### config.mk
export PLATFORM = sky130hd
export DESIGN_NAME = rr_mux_n_to_1
export DESIGN_NICKNAME = d
export VERILOG_FILES = /design/src/rtl/rr_mux_n_to_1.sv
export SDC_FILE = /design/constraint.sdc
export NUM_CORES = 1
export LEC_CHECK = 0
export BUFFER_PORTS_ARGS = -buffer_cell sky130_fd_sc_hd__buf_2
export CAP_MARGIN = 15
export CORE_UTILIZATION = 50
export DETAILED_ROUTE_END_ITERATION = 10
export PLACE_DENSITY_LB_ADDON = 0.15
export SLEW_MARGIN = 0
export SYNTH_ARGS = -nofsm -noshare
export SYNTH_HDL_FRONTEND = slang
export SYNTH_SLANG_ARGS = --single-unit
### constraint.sdc
create_clock -name clk -period 9.8 [get_ports clk]
set_input_delay 1.96 -clock clk [delete_from_list [all_inputs] [get_ports clk]]
set_output_delay 1.96 -clock clk [all_outputs]
set_load 0.01 [all_outputs]
### src/rtl/rr_mux_n_to_1.sv
// N-channel to 1 valid/ready mux with fixed-select or round-robin source choice.
// One-cycle latency through a single output register; stalls all inputs while it is full and blocked.
module rr_mux_n_to_1 #(
  parameter int N = 8,
  parameter int W = 8,
  localparam int M = $clog2(N)
) (
  input  logic           clk,
  input  logic           rst_n,
  input  logic           mode,
  input  logic [M-1:0]   sel,
  input  logic [N*W-1:0] in_data,
  input  logic [N-1:0]   in_valid,
  output logic [N-1:0]   in_ready,
  output logic [W-1:0]   out_data,
  output logic           out_valid,
  input  logic           out_ready,
  output logic [M-1:0]   out_chan
);

  logic [W-1:0] r_out_data;
  logic         r_out_valid;
  logic [M-1:0] r_out_chan;
  logic [M-1:0] r_ptr;

  logic         w_can_accept;
  logic [M-1:0] w_gnt;
  logic         w_gnt_vld;
  logic [W-1:0] w_gnt_dat;
  logic         w_xfer;

  assign w_can_accept = !r_out_valid || out_ready;

  // Scan offsets from the top down so the smallest offset from ptr wins last.
  always_comb begin
    logic [M-1:0] idx;
    idx       = '0;
    w_gnt     = sel;
    w_gnt_vld = 1'b1;
    if (mode) begin
      w_gnt     = '0;
      w_gnt_vld = 1'b0;
      for (int k = N - 1; k >= 0; k--) begin
        idx = r_ptr + M'(k);
        if (in_valid[idx]) begin
          w_gnt     = idx;
          w_gnt_vld = 1'b1;
        end
      end
    end
  end

  always_comb begin
    w_gnt_dat = '0;
    for (int i = 0; i < N; i++) begin
      if (w_gnt == M'(i)) w_gnt_dat = in_data[i*W +: W];
    end
  end

  always_comb begin
    in_ready = '0;
    if (rst_n && w_gnt_vld && w_can_accept) in_ready[w_gnt] = 1'b1;
  end

  assign w_xfer = w_gnt_vld && in_valid[w_gnt] && w_can_accept;

  always_ff @(posedge clk or negedge rst_n) begin
    if (!rst_n) begin
      r_out_data  <= '0;
      r_out_valid <= 1'b0;
      r_out_chan  <= '0;
      r_ptr       <= '0;
    end else if (w_xfer) begin
      r_out_data  <= w_gnt_dat;
      r_out_chan  <= w_gnt;
      r_out_valid <= 1'b1;
      if (mode) r_ptr <= w_gnt + M'(1);
    end else if (r_out_valid && out_ready) begin
      r_out_valid <= 1'b0;
    end
  end

  assign out_data  = r_out_data;
  assign out_valid = r_out_valid;
  assign out_chan  = r_out_chan;

endmodule

# Word-level counts from Yosys, hierarchy flattened
# Index checks and enable logic that the tools add are counted.
word_totals:
  ramBits: 0
  reg_bits: 15
  mem_count: 0
  rom_bits: 0
  latchBits: 0
  elab_cells: 89
  in_bits: 79
op_classes:
  div: 0
  muxes: 49
  n_reduce_logical: 11
  n_eq_ne: 7
  add_sub_neg: 8
  magnitude_cmp: 10
  mul: 0
  n_shift: 0
  bitwise_logic: 0
ops:
  columns: ["cell", "count"]
  rows:
  - ["$mux 8", 9]
  - ["$lt 3x4->1 const B", 9]
  - ["$bmux 1 s3", 9]
  - ["$mux 3", 9]
  - ["$mux 1", 21]
  - ["$add 3x3->3 const B", 4]
  - ["$eq 3x3->1 const B", 4]
  - ["$add 3x1->3 const B", 2]
  - ["$add 3x2->3 const B", 2]
  - ["$eq 3x2->1 const B", 2]
  - ["$logic_and 1x1->1", 6]
  - ["$demux 1 s3", 1]
  - ["$eq 3x1->1 const B", 1]
  - ["$ge 3x1->1 const B", 1]
  - ["$logic_not 3->1", 1]
  - ["$reduce_and 2->1", 1]
  - ["$reduce_bool 2->1", 1]
  - ["$logic_not 1->1", 1]
  - ["$logic_or 1x1->1", 1]

# Logic depth before layout (Yosys ltp)
logic_depth:
  word_depth: 21
  mapped_depth: 22

# Worst setup path after synthesis
# Ideal clock, no wire load.
synth_path:
  path_type: "in2out"
  start: "input port in_valid[3]"
  end: "output port in_ready[4]"
  arrival_time_ns: 3.867
  path_stages: 9
  t_required_ns: 7.840
  setup_slack_ns: 3.973
  path_cell_list: "mux4_2 -> mux2_2 -> or3_1 -> a211o_1 -> o211ai_2 -> nand2_2 -> inv_2 -> nand2_1 -> nor2_1"
synth_via:
  elab_chain_cells: 16
  elab_cells_between_ends: 42
  classes_between: "2 x order compare; 37 x mux; 3 x reduce/logical"
synth_rtl:
  columns: ["element", "line_no", "text"]
  rows:
  - ["from (decl)", "13", "input logic [N-1:0] in_valid,"]
  - ["$bmux 1 s3", "45", "if (in_valid[idx]) begin"]
  - ["$mux 1 (not written as such)", "45", null]
  - ["$mux 3 (8 in series)", "45", null]
  - ["$mux 3", "40", "if (mode) begin"]
  - ["$lt 3x4->1 (not written as such) or $ge 3x1->1 (tied branches)", "62", "if (rst_n && w_gnt_vld && w_can_accept) in_ready[w_gnt] = 1'b1;"]
  - ["$logic_and 1x1->1 (not written as such)", "62", null]
  - ["$mux 1 (not written as such)", "62", null]
  - ["$demux 1 s3", "62", null]
  - ["$mux 8 *", "62", null]
  - ["to (decl)", "14", "output logic [N-1:0] in_ready,"]
# Mark *: on every way between the ends. The rest lies on a longest branch, timed or not. The select of a mux whose other input is x is not followed.

# Worst setup path after layout
layout_path:
  start: "register r_ptr[1]"
  end: "output port in_ready[0]"
layout_via:
  elab_chain_cells: 17
  elab_cells_between_ends: 49
  classes_between: "7 x add/sub; 2 x order compare; 37 x mux; 3 x reduce/logical"
layout_rtl:
  columns: ["element", "line_no", "text"]
  rows:
  - ["from (decl)", "24", "logic [M-1:0] r_ptr;"]
  - ["from (signal assigned)", "77", "if (mode) r_ptr <= w_gnt + M'(1);"]
  - ["$add 3x3->3", "44", "idx = r_ptr + M'(k);"]
  - ["$bmux 1 s3", "45", null]
  - ["$mux 1 (not written as such)", "45", null]
  - ["$mux 3 (8 in series)", "45", null]
  - ["$mux 3", "40", null]
  - ["$lt 3x4->1 (not written as such) or $ge 3x1->1 (tied branches)", "62", null]
  - ["$logic_and 1x1->1 (not written as such)", "62", null]
  - ["$mux 1 (not written as such)", "62", null]
  - ["$demux 1 s3", "62", null]
  - ["$mux 8 *", "62", null]
# Marked as above.

==> flow_metrics.env <==
export IMPL_status="complete, but fails checks"
export IMPL_violations="design-rule violations"
export IMPL_route_vias_total=2642
export IMPL_num_rows=24
export IMPL_synthTopCellsByArea="dfrtp_1 16%, mux4_2 14%, a21oi_1 4.4%"
export IMPL_max_freq_ghz=0.152
export IMPL_slew_headroom=0.252
export IMPL_cap_violations=0
export IMPL_cts_resized=0
export IMPL_synth_flop_cell="dfrtp_1"
export IMPL_yosysUniqueCellTypes=64
export IMPL_nNetsFinal=457
export IMPL_finalCriticalPeriod_ns=6.56
export IMPL_die_area_um2=5020
export IMPL_grt_usage=0.267
export IMPL_rr_startpoint="r_ptr[1]"
export IMPL_diodes=0
export IMPL_cts_root_buffer="clkbuf_8"
export IMPL_hpwl_mm=5.32
export IMPL_initial_utilization=0.533
export IMPL_report_final_slew_viol_count=0
export IMPL_critical_path_arrival_ns=4.60
export IMPL_drtIter0Drc=205
export IMPL_htreeDepth=1
export IMPL_critical_path_startpoint="r_ptr[1]"
export IMPL_wl_mm=6.92
export IMPL_tritoncts="yes"
export IMPL_syn_nets=372
export IMPL_grt_pass1_vias=2228
export IMPL_synth_edf_count=0
export IMPL_hold_buffers=0
export IMPL_final_layout_size_suffix_gt1_frac=0.363
export IMPL_areaGrowthSynthToFinish_pct=21.2
export IMPL_nFillCells=381
export IMPL_cts_setup_buffers=0
export IMPL_cts_sinks=15
export IMPL_rsz0062_at_grt="false"
export IMPL_syn_area_per_cell_um2=8.22
export IMPL_grt_pass1_wl_mm=10.9
export IMPL_cts_max_path_buffers=2
export IMPL_ir_worst_vdd_v=0.000216
export IMPL_avgRoutedWirePerCell_um=16.3
export IMPL_r2r_cells=18
export IMPL_grt_remaining_overflow=0
export IMPL_setup_viol=0
export IMPL_p_per_area_nw_per_um2=441
export IMPL_ant_nets=0
export IMPL_crit_fanout=22
export IMPL_path_class="register to output port"
export IMPL_syn_area_um2=2370
export IMPL_yosys_area_top_type="dfrtp_1"
export IMPL_power_leakage_nw=1.32
export IMPL_reg2reg_to="out_data[3]"
export IMPL_drtPass1Iterations=9
export IMPL_hold_violations=0
export IMPL_start_kind="register"
export IMPL_placed_area_um2=2830
export IMPL_hp_class="register to register"
export IMPL_clk_pin_slew_ns=0.06
export IMPL_antenna_found_initial=0
export IMPL_die_w_um=70.8
export IMPL_worstSetupEndpointType="output port"
export IMPL_ys_warn_count=0
export IMPL_yosysSeqAreaShare=0.158
export IMPL_rrSetupSlack_ns=3.64
export IMPL_chipHeight_um=70.8
export IMPL_portBuffers=98
export IMPL_routed_via_density=6.23
export IMPL_worstMarginPinSlew_ns=1.12
export IMPL_clkLatencyLatePin_ns=0.25
export IMPL_critPathCapture="in_ready[0]"
export IMPL_postSynthRegisterBits=15
export IMPL_pin_count=99
export IMPL_syn_instance_count=288
export IMPL_grt_max_degree=23
export IMPL_required_ns=7.84
export IMPL_synth_top_cell_area_share=0.158
export IMPL_gp_congestion=0.922
export IMPL_route_detailed_drc=12
export IMPL_setup_tns_final_ns=0
export IMPL_core_area_um2=4440
export IMPL_fin_crit_sh=0.670
export IMPL_fin_area_um2=2870
export IMPL_cts_buffers=3
export IMPL_skew_ns=0.00270
export IMPL_async_flop_share=1.00
==> placed cells by master (no fill, tap or decap), drive strengths merged, types with 3 or more instances in the layout <==
cell type,count
nor3,4
inv,23
mux4,15
a22oi,5
mux2,10
nand3b,3
nand3,5
a21oi,21
o311ai,3
nor2b,3
a211oi,13
buf,98
o21ai,13
a31oi,4
ha,5
nor2,26
o211ai,3
nand2b,6
nand2,28
mux2i,10
clkbuf,4
dfrtp,15
o22ai,13
a2bb2oi,3
==> kinds of logic after synthesis <==
| logic type | Yosys count | share of synthesized area |
|---|---|---|
| flip-flops | 15 | 0.158 |
| XOR/XNOR | 3 | 0.0111 |
| buffers and inverters | 42 | 0.0792 |
| AO/OA/AOI/OAI | 102 | 0.310 |
| multiplexers | 35 | 0.234 |
| AND/OR/NAND/NOR | 86 | 0.181 |
| adder cells (fa/ha/maj) | 5 | 0.0264 |
==> cell type report <==
| type | count | area (µm²) | share of cell area |
|---|---|---|---|
| multi-input combinational | 231 | 1810 | 0.629 |
| timing repair buffer | 98 | 490 | 0.171 |
| sequential | 15 | 375 | 0.131 |
| inverter | 24 | 90.1 | 0.0314 |
| tap | 52 | 65.1 | 0.0227 |
| clock buffer | 4 | 45.0 | 0.0157 |
==> registers in the layout, summed over array words and instances (netlist names) <==
| signal | flops |
|---|---|
| out_chan | 3 |
| out_valid | 1 |
| r_ptr | 3 |
| out_data | 8 |
==> power breakdown <==
group	switching, mW	internal, mW	total, mW	leakage [nW]
registers	0.0568	0.0966	0.153	0.176
clock network	0.0213	0.0288	0.0501	0.0228
logic	0.608	0.456	1.06	1.12
total	0.686	0.582	1.27	1.32
==> how the worst min path moves through the flow <==
stage,from,end,depth (start not counted)
CTS,out_data[4],out_data[4],1
global route,out_data[4],out_data[4],1
floorplan,out_chan[0],out_chan[0],1
finish,out_data[4],out_data[4],1
global placement,out_data[2],out_data[2],1
detailed placement,out_data[4],out_data[4],1
==> layer usage <==
layer	vias to the layer above	global-route usage	routed length [µm]
li1	1273	-	-
met1	1217	0.419	3220
met2	144	0.403	3080
met3	8	0.0299	572
met4	0	0.0356	46
met5	-	0	0
==> synth_stat cells (2+ instances only) <==
cell / instances
nand2b_1: 6
mux2_1: 6
o22a_1: 2
nand2_2: 3
nand3b_1: 3
a31oi_1: 4
inv_1: 20
xor2_1: 2
a32o_1: 2
a211o_1: 2
a22oi_1: 5
nor3_1: 3
buf_4: 2
o311ai_0: 3
a21oi_1: 21
inv_2: 3
or2_1: 2
a211oi_1: 13
nor2b_1: 3
o21ai_0: 9
o211ai_1: 2
mux2_2: 4
buf_2: 6
and4_1: 2
mux4_2: 15
o21ai_1: 4
nand3_1: 5
clkbuf_1: 7
and3_1: 2
nand2_1: 25
o22ai_1: 13
nor2_1: 26
ha_1: 5
dfrtp_1: 15
mux2i_1: 9
a311o_1: 2
buf_6: 2
a2bb2oi_1: 3
a22o_1: 2
==> worst max-delay path: stages (launching register included) <==
cell	delay, ns
dfrtp_1	0.85
clkinv_1	0.45
ha_1	0.73
mux4_2	0.43
a221oi_1	0.32
a31oi_1	0.09
a211oi_1	0.18
o211ai_1	0.12
nand2_1	0.55
inv_2	0.25
nand2_1	0.19
nor2_1	0.05
buf_2	0.13
==> stage by stage <==
| step | power (mW) | utilization | cells | hold slack [ns] | setup slack [ns] |
|---|---|---|---|---|---|
| detailed placement | 1.20 | 0.636 | 420 | 0.478 | 3.36 |
| floorplan | 0.991 | - | 288 | 0.529 | 3.97 |
| global placement | 1.19 | 0.636 | 420 | 0.464 | 3.42 |
| CTS | 1.25 | 0.646 | 424 | 0.491 | 3.28 |
| finish | 1.27 | 0.646 | 424 | 0.491 | 3.24 |
| global route | 1.38 | 0.646 | 424 | 0.523 | 2.91 |
Power figures use the tool's default switching activity.
